### src/rtl/conv_8b_32b.sv
// conv_8b_32b: rebuilds 32-bit words from an MSB-first byte stream on clk_4f.
// A word in progress is dropped if valid_in falls before its fourth byte.
// The optional err_partial strobe is built only when CONV8B32B_ERR_EN is defined.
module conv_8b_32b #(
   parameter int unsigned WCNT_W = 16
) (
   input  logic              clk_4f,
   input  logic              reset_L,
   input  logic [7:0]        data_in,
   input  logic              valid_in,
   output logic [31:0]       data_out,
   output logic              valid_out,
   output logic [WCNT_W-1:0] word_count
`ifdef CONV8B32B_ERR_EN
   ,
   output logic              err_partial
`endif
);

   localparam int unsigned BYTE_W = 8;
   localparam int unsigned ASM_W  = 24;
   localparam int unsigned IDX_W  = 2;

   logic [IDX_W-1:0] idx;
   logic [ASM_W-1:0] asm_reg;

   // Byte index and assembly of the word, plus the output register and the counter
   always_ff @(posedge clk_4f or negedge reset_L) begin
      if (!reset_L) begin
         idx        <= '0;
         asm_reg    <= '0;
         data_out   <= '0;
         valid_out  <= 1'b0;
         word_count <= '0;
      end else begin
         valid_out <= 1'b0;
         if (valid_in) begin
            case (idx)
               2'd0: begin
                  asm_reg[23:16] <= data_in;
                  idx            <= 2'd1;
               end
               2'd1: begin
                  asm_reg[15:8] <= data_in;
                  idx           <= 2'd2;
               end
               2'd2: begin
                  asm_reg[7:0] <= data_in;
                  idx          <= 2'd3;
               end
               default: begin
                  data_out   <= {asm_reg, data_in};
                  valid_out  <= 1'b1;
                  word_count <= word_count + WCNT_W'(1);
                  idx        <= 2'd0;
               end
            endcase
         end else begin
            // A gap in the stream realigns to byte 0 and discards any partial word
            idx     <= '0;
            asm_reg <= '0;
         end
      end
   end

`ifdef CONV8B32B_ERR_EN
   // One-cycle flag when a gap cuts off a word that was already started
   always_ff @(posedge clk_4f or negedge reset_L) begin
      if (!reset_L) begin
         err_partial <= 1'b0;
      end else begin
         err_partial <= !valid_in && (idx != '0);
      end
   end
`endif

   // BYTE_W documents the lane width of data_in
   if (BYTE_W != 8) begin : g_bad_width
      $error("conv_8b_32b: byte lane must be 8 bits");
   end

endmodule

### config.mk
export PLATFORM = sky130hd
export DESIGN_NAME = conv_8b_32b
export DESIGN_NICKNAME = d
export VERILOG_FILES = /design/src/rtl/conv_8b_32b.sv
export SDC_FILE = /design/constraint.sdc
export NUM_CORES = 1
export LEC_CHECK = 0
export BUFFER_PORTS_ARGS = -buffer_cell sky130_fd_sc_hd__buf_2
export CAP_MARGIN = 10
export CORE_MARGIN = 5
export CORE_UTILIZATION = 49
export DETAILED_ROUTE_END_ITERATION = 10
export MAX_ROUTING_LAYER = met4
export PLACE_DENSITY_LB_ADDON = 0.25
export SLEW_MARGIN = 15
export SYNTH_ARGS = -nofsm -noshare
export SYNTH_HDL_FRONTEND = slang
export SYNTH_SLANG_ARGS = --single-unit
### constraint.sdc
create_clock -name clk_4f -period 1.6 [get_ports clk_4f]
set_clock_uncertainty 0.2 [all_clocks]
set_input_delay 0.08 -clock clk_4f [delete_from_list [all_inputs] [get_ports clk_4f]]
set_output_delay 0.08 -clock clk_4f [all_outputs]
set_load 0.01 [all_outputs]
Word-level counts from Yosys, hierarchy flattened:

Cells that the tools add are included.
W data, S select, Z words.

* register bits after elaboration: 75
* input port bits: 11
* output and inout bits: 49
* logic and storage cells: 25

* $add $sub $neg: 1
* equality and inequality tests: 5
* muxes and demuxes: 8
* bitwise logic cells: 1
* reductions and logical operators: 3

Operators by type and width (count)
* $mux W24: 1
* $mux W8: 3
* $add A16 B1 Y16 const B: 1
* $ne A2 B1 Y1 const B: 3
* $pmux W2 S3: 1
* $reduce_or A3 Y1: 1
* $eq A2 B1 Y1 const B: 1
* $eq A2 B2 Y1 const B: 1
* $logic_not A2 Y1: 1
* $mux W1: 2
* $mux W2: 1
* $reduce_and A2 Y1: 1
* $not A1 Y1: 1

Logic depth before layout (Yosys ltp):

* depth in word-level cells: 4
* gate-level depth with buffers: 6
* mapped depth without buffers: 5

Worst setup path before layout:

Ideal clock, no wire load.

* kind: flip-flop to flip-flop
* from: reg idx[0]
* to: reg data_out[23]
* library setup time: 0.125 ns
* arrival time: 1.311 ns
* required time: 1.275 ns
* slack: -0.036 ns
* cell stages (with the launch flop): 6
* path buffers: 1
* clock period less this slack: 1.636 ns
* cell sequence: dfrtp_1 ha_1 nand2_1 buf_4 clkinv_1 mux2_2

* word-level cells in the longest chain between the ends: 4
* elaborated cells between the ends (all ways): 6
* those cells by class: 2 x eq/ne; 1 x bitwise; 3 x reduce/logical

Ends and longest elaborated chain
* start: declaration: RTL line 24 `logic [IDX_W-1:0] idx;`
* start signal: assignment: RTL line 30 `idx <= '0;`
* start signal: assignment: RTL line 41 `idx <= 2'd1;`
* start signal: assignment: RTL line 45 `idx <= 2'd2;`
* $eq A2 B1 Y1 (tied with other cells): RTL line 38 `case (idx)`
* $reduce_or A3 Y1 (no source line) *
* $not A1 Y1 (no source line) *
* $reduce_and A2 Y1 (no source line) *
* end signal: assignment: RTL line 52 `data_out <= {asm_reg, data_in};`
* end: declaration: RTL line 11 `output logic [31:0] data_out,`

Mark *: on every way between the ends. The rest lies on a longest branch, timed or not.
A chain may end at the register's enable or synchronous reset.

Worst setup path in the final report:

* from: reg idx[0]
* to: reg word_count[13]

* word-level cells in the longest chain between the ends: 4
* elaborated cells between the ends (all ways): 6
* those cells by class: 2 x eq/ne; 1 x bitwise; 3 x reduce/logical

Ends and longest elaborated chain
* $eq A2 B1 Y1 (tied with other cells): RTL line 38
* $reduce_or A3 Y1 (no source line) *
* $not A1 Y1 (no source line) *
* $reduce_and A2 Y1 (no source line) *
* end signal: assignment: RTL line 54 `word_count <= word_count + WCNT_W'(1);`
* end: declaration: RTL line 13 `output logic [WCNT_W-1:0] word_count`

Marked as above.

==> out/summary.txt <==
Max Clock Freq: 0.6190 GHz
initial antenna violation count: 0
Yosys warning total: 0
Yosys reg bits: 75
CP Cell Sequence: ha_2, nand4_1, nor4_4, nand3_1, xnor2_1
Antenna Cells: 0
compound-gate portion of the synthesized area: 0.2457%
Die X: 88.97 µm
DP Wirelength: 4007 µm
Critical Path RT: 1.62 ns
initial core utilization: 51.00%
syn_area_per_cell: 14.28 µm²
Max clock buf depth: 2
synth unique cells: 24
Crit path arrival time: 1.63 ns
fin worst setup slack: -0.01547 ns
Antenna Nets Post-Route: 0
IO Pins: 60
clock-pin slew on the worst setup and hold paths: 0.08 ns
Synth Area in Adders: 2.048%
RSZ-0062 raised after global routing: true
Tot GR Track Use: 16.54%
most frequent cells in the layout: dfrtp_1, buf_2, mux2_2
net count after synthesis: 230
R2R Path Start: idx[0]
grt ovf: 0
Design Area, Final: 0.003918 mm²
main combinational cell family by area after synthesis: multiplexers
clk root buf: clkbuf_8
Static Leak: 2.040 nW
violated checks: negative setup slack
placed cell areas: 0.003578 mm²
CP peak stage delay: 0.36 ns
Synth Area in Simple Gates: 9.910%
CTS tree: done
largest net degree at the start of global routing: 34
worst path bufs/invs: 0
Synth Instances: 214
CP max FO: 4
Worst-Margin Slew: 0.3940 ns
hold slack: 0.005338 ns
IO buf count: 59
htree depth: 3
vias in the first global route: 1960
power per cell area: 1436 mW/mm²
Setup Crit Path Kind: register to register
xor-xnor portion of the synthesized cell area: 4.300%
Worst Setup Start Kind: register
cell area after synthesis: 0.003055 mm²
CP delay by family, top: simple AND/OR/NAND/NOR gates
GRT met3 Usage: 3.318%
fillers: 468
Die H: 88.97 µm
Power, Total: 5.627 mW
die area: 0.007915 mm²
Clock Latency Late Sink: 0.34 ns
Final Critical Period: 1.615 ns
Hold/Removal Path Class: input pin to async pin
Avg Vias per Cell: 4.969
layout cells sized above 1: 43.45%
drt first pass iters: 4
met1 Track Usage GR: 21.42%
Max-Cap Viols: 0
Slew headroom: 73.74%
Routed WL: 5647 µm
Area Overhead vs Synth: 28.21%
nets: 324
total CTS buffers: 9
post-synthesis sequential area ratio: 61.43%
gr busiest metal: met2
Starting DRT DRC Count: 48
most common cell after layout, fill and taps aside: dfrtp_1
row count: 28
Max Slew Vio Count: 0
first-pass GRT wire length: 9508 µm
GPL Wtd Cong: 0.7648
Final setup violation count: 8
met2 usage: 25.10%
CP endpoint kind: register
part of the cycle the worst path needs: 101.0%
post-synthesis mux area share: 20.02%
worst vdd ir: 893.9 µV
routed vias: 1928
core area: 0.005991 mm²
Fin. Hold Viols: 0
Crit. Startpoint: idx[0]
CTS Sinks: 75
max FFs per register: 32
average routed wire per standard cell: 14.55 µm
outcome: complete, but fails checks
number of remaining DRC errors: 0
Slowest-stage cell, CP: dfrtp_1
[metal layers]
layer | vias to the layer above | share of wire [%]
met2 | 46 | 46
met4 | 0 | 1.9
met5 | - | 0
li1 | 909 | -
met1 | 962 | 47
met3 | 11 | 4.8
[cell families after synthesis]
logic type,after synthesis
DFF,75
muxes,57
and+or+nand+nor,48
xor gates and xnor gates,15
buffers and inverters,13
adders and majority gates,5
AOI/OAI and AO/OA,1
[worst paths after layout]
path	to	slack, ns	cells after the start
max	word_count[13]	-0.02	5
min	word_count[14]	0.005	2
max reg2reg	word_count[13]	-0.02	5
min reg2reg	word_count[15]	0.26	1
max in group asynchronous	word_count[2]	0.63	3
min in group clk_4f	idx[0]	0.04	3
[cell usage after synthesis]
master | instances | area (µm²)
o21a_1 | 1 | 7.510
nor4_4 | 1 | 21.27
xnor2_1 | 11 | 96.34
nand2_1 | 7 | 26.28
nor2b_1 | 24 | 150.1
nand4_1 | 2 | 12.51
nor2_1 | 2 | 7.510
and2_1 | 1 | 6.260
ha_1 | 5 | 62.56
and3_1 | 2 | 12.51
mux2_2 | 33 | 371.6
clkbuf_1 | 2 | 7.510
buf_2 | 5 | 25.02
nand3_4 | 1 | 17.52
nor4_2 | 1 | 12.51
xor2_1 | 4 | 35.03
clkinv_1 | 1 | 3.750
buf_4 | 2 | 15.01
dfrtp_1 | 75 | 1877
inv_1 | 3 | 11.26
mux2i_1 | 24 | 240.2
nor3_1 | 1 | 5.000
nor4_1 | 1 | 6.260
nand3_1 | 5 | 25.02
[report_power, final]
part | internal, mW | leakage [nW] | switching (mW)
logic | 0.856 | 0.930 | 0.739
registers | 2.33 | 1.00 | 0.234
clock network | 0.804 | 0.106 | 0.659
[area by class of cell]
cell class	count	area, µm²	share of cell area, %
multi-input combinational	126	1121	28.62
inverter	4	20.02	0.5110
tap	75	93.84	2.395
clock buffer	12	155.1	3.960
clock inverter	4	48.80	1.246
sequential	75	1877	47.91
timing repair buffer	92	601.8	15.36
[timing repair]
action / CTS / global route
gates resized for setup: 4 / 4
hold buffers: 10 / 0
pin swaps: 1 / 2
buffers inserted: 1 / 0
hold endpoints to repair: 107 / 0
endpoints found under the setup margin: 33 / 43
cloned: 0 / 0
[metrics by stage]
stage | cells | setup slack, ns | setup TNS (ns) | util [%]
2_1_floorplan | 214 | 0.01814 | 0 | -
3_3_place_gp | 361 | -0.001219 | -0.001219 | 59.73
3_5_place_dp | 361 | -0.04290 | -0.3213 | 59.73
4_1_cts | 388 | -0.02403 | -0.04328 | 65.16
5_1_grt | 388 | -0.1357 | -2.105 | 65.39
6_report | 388 | -0.01547 | -0.04738 | 65.39
Note: power is estimated with default switching activity, not from simulation.
